### config.mk
export PLATFORM = sky130hd
export DESIGN_NAME = commit_trace_monitor
export DESIGN_NICKNAME = d
export VERILOG_FILES = /design/src/rtl/commit_trace_monitor.sv
export SDC_FILE = /design/constraint.sdc
export NUM_CORES = 2
export LEC_CHECK = 0
export ABC_AREA = 0
export BUFFER_PORTS_ARGS = -buffer_cell sky130_fd_sc_hd__buf_4
export CORE_MARGIN = 8
export CORE_UTILIZATION = 52
export DETAILED_ROUTE_END_ITERATION = 8
export GPL_ROUTABILITY_DRIVEN = 0
export PLACE_DENSITY = 0.69
export SYNTH_ARGS = -nofsm -noshare
export SYNTH_HDL_FRONTEND = slang
export SYNTH_SLANG_ARGS = --single-unit
### constraint.sdc
create_clock -name clock -period 15.3 [get_ports clock]
set_input_delay 1.53 -clock clock [delete_from_list [all_inputs] [get_ports clock]]
set_output_delay 1.53 -clock clock [all_outputs]
set_load 0.005 [all_outputs]
### src/rtl/commit_trace_monitor.sv
// commit_trace_monitor
// Observes NCOMMIT commit lanes per cycle, buffers the commit records in a
// trace FIFO that the test host drains over a valid/ready port, tracks the
// run state (idle / run / halt / timeout) and keeps a shadow copy of a0 so
// the program exit code can be reported once the run halts.
// DEPTH must be a power of two, at least 2 and at least NCOMMIT; NCOMMIT is 1..4.

module commit_trace_monitor #(
   parameter int unsigned XLEN      = 32,
   parameter int unsigned NCOMMIT   = 1,
   parameter int unsigned DEPTH     = 16,
   parameter int unsigned TIMEOUT   = 1024,
   parameter logic [31:0] HALT_INST = 32'h00100073
) (
   input  logic                    clock,
   input  logic                    reset,
   input  logic                    io_in_start,
   input  logic [NCOMMIT-1:0]      commit_valid,
   input  logic [NCOMMIT*XLEN-1:0] commit_pc,
   input  logic [NCOMMIT*32-1:0]   commit_inst,
   input  logic [NCOMMIT-1:0]      commit_wen,
   input  logic [NCOMMIT*5-1:0]    commit_rd,
   input  logic [NCOMMIT*XLEN-1:0] commit_wdata,
   output logic                    trace_valid,
   input  logic                    trace_ready,
   output logic [XLEN-1:0]         trace_pc,
   output logic [31:0]             trace_inst,
   output logic [XLEN-1:0]         trace_wdata,
   output logic [4:0]              trace_rd,
   output logic                    trace_wen,
   output logic [1:0]              state,
   output logic                    done,
   output logic [XLEN-1:0]         halt_code,
   output logic [63:0]             commit_count,
   output logic [31:0]             drop_count,
   output logic                    overflow
);

   // Run states; the encoding is visible on the state port.
   localparam logic [1:0] ST_IDLE    = 2'd0;
   localparam logic [1:0] ST_RUN     = 2'd1;
   localparam logic [1:0] ST_HALT    = 2'd2;
   localparam logic [1:0] ST_TIMEOUT = 2'd3;

   // FIFO index width and pointer width (one extra wrap bit).
   localparam int unsigned AW = $clog2(DEPTH);
   localparam int unsigned PW = AW + 1;
   // Per-cycle lane counts range 0..4.
   localparam int unsigned LW = 3;

   localparam logic [PW-1:0] DEPTH_P    = PW'(DEPTH);
   localparam logic [31:0]   IDLE_LIMIT = (TIMEOUT == 0) ? 32'd0 : 32'(TIMEOUT - 1);

   typedef struct packed {
      logic [XLEN-1:0] pc;
      logic [31:0]     inst;
      logic [XLEN-1:0] wdata;
      logic [4:0]      rd;
      logic            wen;
   } trace_rec_t;

   // ---------------------------------------------------------------------
   // State
   // ---------------------------------------------------------------------
   logic [1:0]      r_state;
   logic [PW-1:0]   r_wr_ptr;
   logic [PW-1:0]   r_rd_ptr;
   trace_rec_t      r_mem [DEPTH];
   trace_rec_t      r_head;
   logic            r_trace_valid;
   logic [XLEN-1:0] r_a0;
   logic [XLEN-1:0] r_halt_code;
   logic [63:0]     r_commit_count;
   logic [31:0]     r_drop_count;
   logic            r_overflow;
   logic [31:0]     r_idle_cnt;

   // ---------------------------------------------------------------------
   // Combinational next-state signals
   // ---------------------------------------------------------------------
   logic            w_pop;
   logic [PW-1:0]   w_rd_ptr_nxt;
   logic [PW-1:0]   w_occ_after_pop;
   logic [PW-1:0]   w_free;
   logic [PW-1:0]   w_wr_ptr_nxt;
   logic [PW-1:0]   w_occ_nxt;
   logic            w_empty;
   trace_rec_t      w_rec [NCOMMIT];
   logic [AW-1:0]   w_widx [NCOMMIT];
   logic [NCOMMIT-1:0] w_acc;
   logic [LW-1:0]   w_n_eff;
   logic [LW-1:0]   w_n_acc;
   logic [LW-1:0]   w_n_drop;
   logic            w_halt;
   logic [XLEN-1:0] w_a0_nxt;
   trace_rec_t      w_first_rec;
   trace_rec_t      w_head_nxt;
   logic            w_idle_expire;
   logic [32:0]     w_drop_sum;

   // Dequeue first: a pop this cycle frees a slot for this cycle's enqueue.
   assign w_pop           = r_trace_valid && trace_ready;
   assign w_rd_ptr_nxt    = r_rd_ptr + PW'(w_pop);
   assign w_occ_after_pop = r_wr_ptr - w_rd_ptr_nxt;
   assign w_free          = DEPTH_P - w_occ_after_pop;

   // Qualify lanes, compact accepted records into FIFO slots and fold a0 writes in lane order.
   always_comb begin
      logic w_halt_seen;
      // NOTE: every variable gets a default before the loop so no path leaves one unassigned (no latches).
      w_halt_seen = 1'b0;
      w_acc       = '0;
      w_n_eff     = '0;
      w_n_acc     = '0;
      w_halt      = 1'b0;
      w_a0_nxt    = r_a0;
      w_first_rec = '0;
      for (int i = 0; i < NCOMMIT; i++) begin
         w_rec[i].pc    = commit_pc[i*XLEN +: XLEN];
         w_rec[i].inst  = commit_inst[i*32 +: 32];
         w_rec[i].wdata = commit_wdata[i*XLEN +: XLEN];
         w_rec[i].rd    = commit_rd[i*5 +: 5];
         // x0 is never written, so the host never sees a write to it.
         w_rec[i].wen   = commit_wen[i] && (commit_rd[i*5 +: 5] != 5'd0);
         // NOTE: blocking assignments here are deliberate: each lane sees the running counts of the lanes below it.
         w_widx[i]      = AW'(r_wr_ptr + PW'(w_n_eff));
         if ((r_state == ST_RUN) && commit_valid[i] && !w_halt_seen) begin
            if (32'(w_n_eff) < 32'(w_free)) begin
               w_acc[i] = 1'b1;
               if (w_n_acc == '0) begin
                  w_first_rec = w_rec[i];
               end
               w_n_acc = w_n_acc + LW'(1);
            end
            w_n_eff = w_n_eff + LW'(1);
            // a0 shadow follows every effective lane, dropped or not; the highest lane wins.
            if (commit_wen[i] && (commit_rd[i*5 +: 5] == 5'd10)) begin
               w_a0_nxt = commit_wdata[i*XLEN +: XLEN];
            end
            // The halt lane is still effective; everything above it is discarded.
            if (commit_inst[i*32 +: 32] == HALT_INST) begin
               w_halt_seen = 1'b1;
               w_halt      = 1'b1;
            end
         end
      end
   end

   assign w_n_drop     = w_n_eff - w_n_acc;
   assign w_wr_ptr_nxt = r_wr_ptr + PW'(w_n_acc);
   assign w_occ_nxt    = w_wr_ptr_nxt - w_rd_ptr_nxt;
   assign w_empty      = (r_wr_ptr == r_rd_ptr);

   // If nothing older survives the pop, the next head is the first record written this cycle.
   assign w_head_nxt = (w_occ_after_pop == '0) ? w_first_rec : r_mem[w_rd_ptr_nxt[AW-1:0]];

   assign w_idle_expire = (TIMEOUT != 0) && (w_n_eff == '0) && (r_idle_cnt == IDLE_LIMIT);
   assign w_drop_sum    = {1'b0, r_drop_count} + 33'(w_n_drop);

   // ---------------------------------------------------------------------
   // Run-state FSM: HALT and TIMEOUT are held until reset.
   // ---------------------------------------------------------------------
   always_ff @(posedge clock or posedge reset) begin
      if (reset) begin
         // NOTE: sequential state uses non-blocking assignments so every register samples pre-edge values.
         r_state <= ST_IDLE;
      end else begin
         case (r_state)
            ST_IDLE: begin
               if (io_in_start) r_state <= ST_RUN;
            end
            ST_RUN: begin
               if (w_halt)             r_state <= ST_HALT;
               else if (w_idle_expire) r_state <= ST_TIMEOUT;
            end
            default: begin
               r_state <= r_state;
            end
         endcase
      end
   end

   // FIFO pointers and the registered head record presented to the host.
   always_ff @(posedge clock or posedge reset) begin
      if (reset) begin
         r_wr_ptr      <= '0;
         r_rd_ptr      <= '0;
         r_trace_valid <= 1'b0;
         r_head        <= '0;
      end else begin
         r_wr_ptr      <= w_wr_ptr_nxt;
         r_rd_ptr      <= w_rd_ptr_nxt;
         r_trace_valid <= (w_occ_nxt != '0);
         if (w_occ_nxt != '0) begin
            r_head <= w_head_nxt;
         end
      end
   end

   // FIFO storage: accepted lanes land in consecutive slots starting at the write pointer.
   // NOTE: the storage array has no reset; the pointers alone decide which entries are live.
   always_ff @(posedge clock) begin
      for (int i = 0; i < NCOMMIT; i++) begin
         if (w_acc[i]) begin
            r_mem[w_widx[i]] <= w_rec[i];
         end
      end
   end

   // a0 shadow and the exit code captured on entry to HALT.
   always_ff @(posedge clock or posedge reset) begin
      if (reset) begin
         r_a0        <= '0;
         r_halt_code <= '0;
      end else begin
         r_a0 <= w_a0_nxt;
         if (w_halt) begin
            r_halt_code <= w_a0_nxt;
         end
      end
   end

   // Commit, drop and overflow statistics; drops saturate rather than wrap.
   always_ff @(posedge clock or posedge reset) begin
      if (reset) begin
         r_commit_count <= '0;
         r_drop_count   <= '0;
         r_overflow     <= 1'b0;
      end else begin
         r_commit_count <= r_commit_count + 64'(w_n_eff);
         r_drop_count   <= w_drop_sum[32] ? 32'hFFFF_FFFF : w_drop_sum[31:0];
         if (w_n_drop != '0) begin
            r_overflow <= 1'b1;
         end
      end
   end

   // Consecutive no-commit cycles in RUN; frozen in every other state.
   always_ff @(posedge clock or posedge reset) begin
      if (reset) begin
         r_idle_cnt <= '0;
      end else if (r_state == ST_RUN) begin
         if (w_n_eff != '0) r_idle_cnt <= '0;
         else               r_idle_cnt <= r_idle_cnt + 32'd1;
      end
   end

   // ---------------------------------------------------------------------
   // Outputs
   // ---------------------------------------------------------------------
   assign trace_valid  = r_trace_valid;
   assign trace_pc     = r_head.pc;
   assign trace_inst   = r_head.inst;
   assign trace_wdata  = r_head.wdata;
   assign trace_rd     = r_head.rd;
   assign trace_wen    = r_head.wen;
   assign state        = r_state;
   assign done         = ((r_state == ST_HALT) || (r_state == ST_TIMEOUT)) && w_empty;
   assign halt_code    = r_halt_code;
   assign commit_count = r_commit_count;
   assign drop_count   = r_drop_count;
   assign overflow     = r_overflow;

endmodule

==> flow_summary.html <==
<table>
<tr><th>Metric</th><th>Value</th></tr>
<tr><th colspan="2">Setup path</th></tr>
<tr><td>Arrival @ worst endpoint</td><td>8.57 ns</td></tr>
<tr><td>CP peak stage delay</td><td>0.91 ns</td></tr>
<tr><td>FF-to-FF Start</td><td>trace_valid</td></tr>
<tr><td>Endpoint of the worst register-to-register path</td><td>trace_wen</td></tr>
<tr><td>Crit-path most repeated cell</td><td>sky130_fd_sc_hd__ha_1</td></tr>
<tr><td>Critical Setup Path Class</td><td>input pin to register</td></tr>
<tr><td>Number of buffer and inverter stages on the critical path</td><td>5</td></tr>
<tr><td>Category of cells accounting for the largest share of critical-path delay</td><td>adder cells</td></tr>
<tr><td>Depth of the worst register-to-register path</td><td>26</td></tr>
<tr><td>Largest fanout on the critical path</td><td>162</td></tr>
<tr><td>Reg-to-reg setup timing slack</td><td>7.86 ns</td></tr>
<tr><td>Type of destination of the critical path</td><td>register</td></tr>
<tr><td>Worst path slowest cell</td><td>sky130_fd_sc_hd__ha_4</td></tr>
<tr><td>Kind of start point of the critical path</td><td>input pin</td></tr>
<tr><td>Required time of the critical path</td><td>16.00 ns</td></tr>
<tr><th colspan="2">STA</th></tr>
<tr><td>Highest Clock Rate</td><td>127 MHz</td></tr>
<tr><td>Worst hold slack</td><td>0.477 ns</td></tr>
<tr><td>Hold Vio Cnt, Final</td><td>0</td></tr>
<tr><td>Slew at the pin with the worst max-slew slack</td><td>1.18 ns</td></tr>
<tr><td>Final setup violation count</td><td>0</td></tr>
<tr><td>Final worst path period share</td><td>0.514</td></tr>
<tr><td>Number of slew-limit violations in the final report</td><td>0</td></tr>
<tr><td>Layout Skew</td><td>0.0216 ns</td></tr>
<tr><td>Final critical-path required period</td><td>7.87 ns</td></tr>
<tr><td>Sum Neg Setup Slack</td><td>0 ns</td></tr>
<tr><td>Final worst setup slack</td><td>7.43 ns</td></tr>
<tr><td>RSZ-0062 raised after global routing</td><td>false</td></tr>
<tr><td>Relative slew slack</td><td>0.215</td></tr>
<tr><th colspan="2">Floorplanning</th></tr>
<tr><td>Vertical extent of the die</td><td>398 µm</td></tr>
<tr><td>Total I/O pin count</td><td>342</td></tr>
<tr><td>Initial cell density of the core</td><td>0.522</td></tr>
<tr><td>Horizontal die dimension</td><td>398 µm</td></tr>
<tr><td>Std-Cell Rows</td><td>140</td></tr>
<tr><td>Die outline area</td><td>0.158 mm²</td></tr>
<tr><td>Core area</td><td>0.145 mm²</td></tr>
<tr><th colspan="2">Logic synthesis</th></tr>
<tr><td>Predominant post-synthesis flop cell</td><td>sky130_fd_sc_hd__edfxtp_1</td></tr>
<tr><td>Total number of yosys warnings</td><td>0</td></tr>
<tr><td>Combined area of all synthesized cells</td><td>0.0757 mm²</td></tr>
<tr><td>Largest cells by area after synthesis</td><td>sky130_fd_sc_hd__edfxtp_1 (65%), sky130_fd_sc_hd__mux4_2 (12%), sky130_fd_sc_hd__dfrtp_1 (10%)</td></tr>
<tr><td>Average instance area after synthesis</td><td>17.9 µm²</td></tr>
<tr><td>Cell accounting for the most synthesized area</td><td>sky130_fd_sc_hd__edfxtp_1</td></tr>
<tr><td>Number of synthesized register bits</td><td>1940</td></tr>
<tr><td>Asr flop ratio synth</td><td>0.159</td></tr>
<tr><td>Sequential fraction of the synthesis area</td><td>0.749</td></tr>
<tr><td>Number of enable flip-flop cells after synthesis</td><td>1632</td></tr>
<tr><td>Post-synthesis cell type count</td><td>59</td></tr>
<tr><td>Number of standard cells after synthesis</td><td>4229</td></tr>
<tr><td>Share of the synthesized area in the top cell type</td><td>0.647</td></tr>
<tr><th colspan="2">Drt</th></tr>
<tr><td>Final wirelength</td><td>176 mm</td></tr>
<tr><td>Detailed Route Iter0 Violations</td><td>3513</td></tr>
<tr><td>Routed vias/inst</td><td>5.97</td></tr>
<tr><td>Number of remaining DRC errors</td><td>0</td></tr>
<tr><td>Post-route ant nets</td><td>0</td></tr>
<tr><td>Total via count after detailed routing</td><td>39900</td></tr>
<tr><td>Routed length per instance</td><td>26.3 µm</td></tr>
<tr><td>Detailed Routing Iterations Pass 1</td><td>6</td></tr>
<tr><th colspan="2">Global routing</th></tr>
<tr><td>Number of global-route vias before repair</td><td>41000</td></tr>
<tr><td>Antenna violations before repair</td><td>4</td></tr>
<tr><td>Largest net degree at the start of global routing</td><td>163</td></tr>
<tr><td>Overall overflow remaining after global route</td><td>0</td></tr>
<tr><td>All-layer global routing usage</td><td>0.221</td></tr>
<tr><td>First-pass GRT wire length</td><td>264 mm</td></tr>
<tr><th colspan="2">Clock network</th></tr>
<tr><td>Max Root-Sink Buffers</td><td>3</td></tr>
<tr><td>Clock-pin slew on the worst setup and hold paths</td><td>0.06 ns</td></tr>
<tr><td>Clock latency of the later-clocked register in the worst-skew pair</td><td>0.83 ns</td></tr>
<tr><td>Number of setup buffers added after CTS</td><td>0</td></tr>
<tr><td>Clock buffer count from CTS</td><td>191</td></tr>
<tr><td>H-Tree Depth</td><td>4</td></tr>
<tr><td>Clock net sink count</td><td>1940</td></tr>
<tr><td>Post-cts sizing count</td><td>0</td></tr>
<tr><td>Total of hold buffers inserted after clock tree synthesis</td><td>0</td></tr>
<tr><td>Clk root buf</td><td>sky130_fd_sc_hd__clkbuf_16</td></tr>
<tr><td>TritonCTS clock tree</td><td>done</td></tr>
<tr><th colspan="2">Power and ir drop</th></tr>
<tr><td>Maximum VDD drop</td><td>0.000259 V</td></tr>
<tr><td>P_leak</td><td>0.0303 µW</td></tr>
<tr><td>Pwr dens</td><td>200 mW/mm²</td></tr>
<tr><th colspan="2">Min path</th></tr>
<tr><td>Number of cells on the worst hold path</td><td>1</td></tr>
<tr><td>Hold Crit Endpoint</td><td>commit_count[63]</td></tr>
<tr><td>Min-Delay Path Class</td><td>register to register</td></tr>
<tr><td>Hold_sp</td><td>commit_count[63]</td></tr>
<tr><th colspan="2">Final layout</th></tr>
<tr><td>Core Util, Final</td><td>0.597</td></tr>
<tr><td>Multi-input gate area in the final layout</td><td>0.0181 mm²</td></tr>
<tr><td>Filler cells</td><td>10600</td></tr>
<tr><td>Syn-to-layout area delta</td><td>14.3%</td></tr>
<tr><td>Share of final-layout standard cells stronger than drive strength 1</td><td>0.247</td></tr>
<tr><td>Seq. cell area</td><td>0.0567 mm²</td></tr>
<tr><td>Total Nets Final</td><td>4730</td></tr>
<tr><th colspan="2">Status</th></tr>
<tr><td>Run status</td><td>finished, final reports clean</td></tr>
<tr><th colspan="2">Placement</th></tr>
<tr><td>IO Port Bufs</td><td>341</td></tr>
<tr><td>Placed wire-length estimate after detailed placement</td><td>92.9 mm</td></tr>
<tr><td>DP Worst Slack</td><td>6.58 ns</td></tr>
<tr><th colspan="2">Run</th></tr>
<tr><td>Max cap viols</td><td>0</td></tr>
</table>
==> final cells by class <==
class,instances,share of cell area
Clock buffer,257,0.0594
Multi-Input combinational cell,2034,0.209
Sequential cell,1940,0.655
Tap cell,1917,0.0277
Timing Repair Buffer,407,0.0363
Antenna cell,4,0.000116
Inverter,29,0.00149
Clock inverter,97,0.0104
==> cells in the mapped netlist (12+ instances only) <==
cell type / count
sky130_fd_sc_hd__buf_2: 12
sky130_fd_sc_hd__ha_1: 19
sky130_fd_sc_hd__nor3_1: 24
sky130_fd_sc_hd__nor4_1: 21
sky130_fd_sc_hd__and3_1: 25
sky130_fd_sc_hd__xor2_1: 61
sky130_fd_sc_hd__mux4_2: 408
sky130_fd_sc_hd__clkbuf_1: 136
sky130_fd_sc_hd__nand4_1: 22
sky130_fd_sc_hd__buf_1: 61
sky130_fd_sc_hd__xnor2_1: 65
sky130_fd_sc_hd__nor2_1: 153
sky130_fd_sc_hd__mux2_2: 66
sky130_fd_sc_hd__inv_1: 27
sky130_fd_sc_hd__o21ai_0: 14
sky130_fd_sc_hd__edfxtp_1: 1632
sky130_fd_sc_hd__nand2_1: 589
sky130_fd_sc_hd__buf_4: 18
sky130_fd_sc_hd__dfrtp_1: 308
sky130_fd_sc_hd__a31oi_1: 103
sky130_fd_sc_hd__nand3_1: 362
==> cell usage in the layout (no fill, tap or decap), drive strengths merged, types with 11 or more instances in the layout <==
cell type / n
inv: 37
nor4: 21
mux2: 67
mux4: 408
and3: 25
o21ai: 16
a21oi: 11
ha: 19
a31oi: 103
nand3: 362
xor2: 61
clkbuf: 257
nand2: 589
nor3: 24
edfxtp: 1632
xnor2: 67
clkinv: 76
nor2: 153
buf: 407
nand4: 22
dfrtp: 308
==> where the power goes <==
part	internal (µW)	switching, µW
Clock	2540	1970
Combinational	2530	3460
Sequential	6500	288
==> state kept, by name, indices dropped and copies added (netlist names), 2 cells and up <==
register / count
commit_count: 64
drop_count: 32
halt_code: 32
r_a0: 32
r_idle_cnt: 32
r_mem: 1632
r_rd_ptr: 5
r_wr_ptr: 5
state: 2
trace_inst: 32
trace_pc: 32
trace_rd: 5
trace_wdata: 32
==> worst max-delay path by stage <==
stage | startpoint | end | slack (ns) | cells after the start
6_report | trace_ready | trace_wen | 7.43 | 27
5_1_grt | trace_ready | trace_wen | 6.83 | 27
4_1_cts | trace_ready | trace_wen | 7.45 | 27
3_5_place_dp | trace_ready | trace_wen | 6.58 | 27
3_3_place_gp | trace_ready | trace_wen | 6.60 | 27
2_1_floorplan | trace_ready | r_mem[12][0] | 0.76 | 16
==> routing by layer <==
| layer | routed length, µm | track usage | vias up |
|---|---|---|---|
| met2 | 87200 | 0.368 | 1384 |
| met4 | 3270 | 0.0540 | 0 |
| met3 | 11400 | 0.0343 | 224 |
| met5 | 0 | 0 | - |
| li1 | - | - | 17300 |
| met1 | 74200 | 0.310 | 21100 |
==> metrics by stage <==
step	total power (µW)	cells	area, µm²
final	17300	6685	86500
after detailed placement	13000	6327	80500
after CTS	17500	6681	86500
after global placement	12900	6327	80500
after floorplan	11100	4230	75700
after global routing	18200	6684	86500
==> logic make-up (layout without fill, tap and decap cells) <==
group | after synthesis | count (layout) | share of synthesized area
flip-flops | 1940 | 1940 | 0.749
AND/OR/NAND/NOR | 1252 | 1252 | 0.0731
multiplexers | 476 | 476 | 0.132
buffers and inverters | 256 | 790 | 0.0138
AO/OA/AOI/OAI | 152 | 152 | 0.0131
XOR/XNOR | 130 | 130 | 0.0157
adder cells (fa/ha/maj) | 21 | 21 | 0.00354
other | 2 | 7 | 0.0000992
Note: power is estimated with default switching activity, not from simulation.
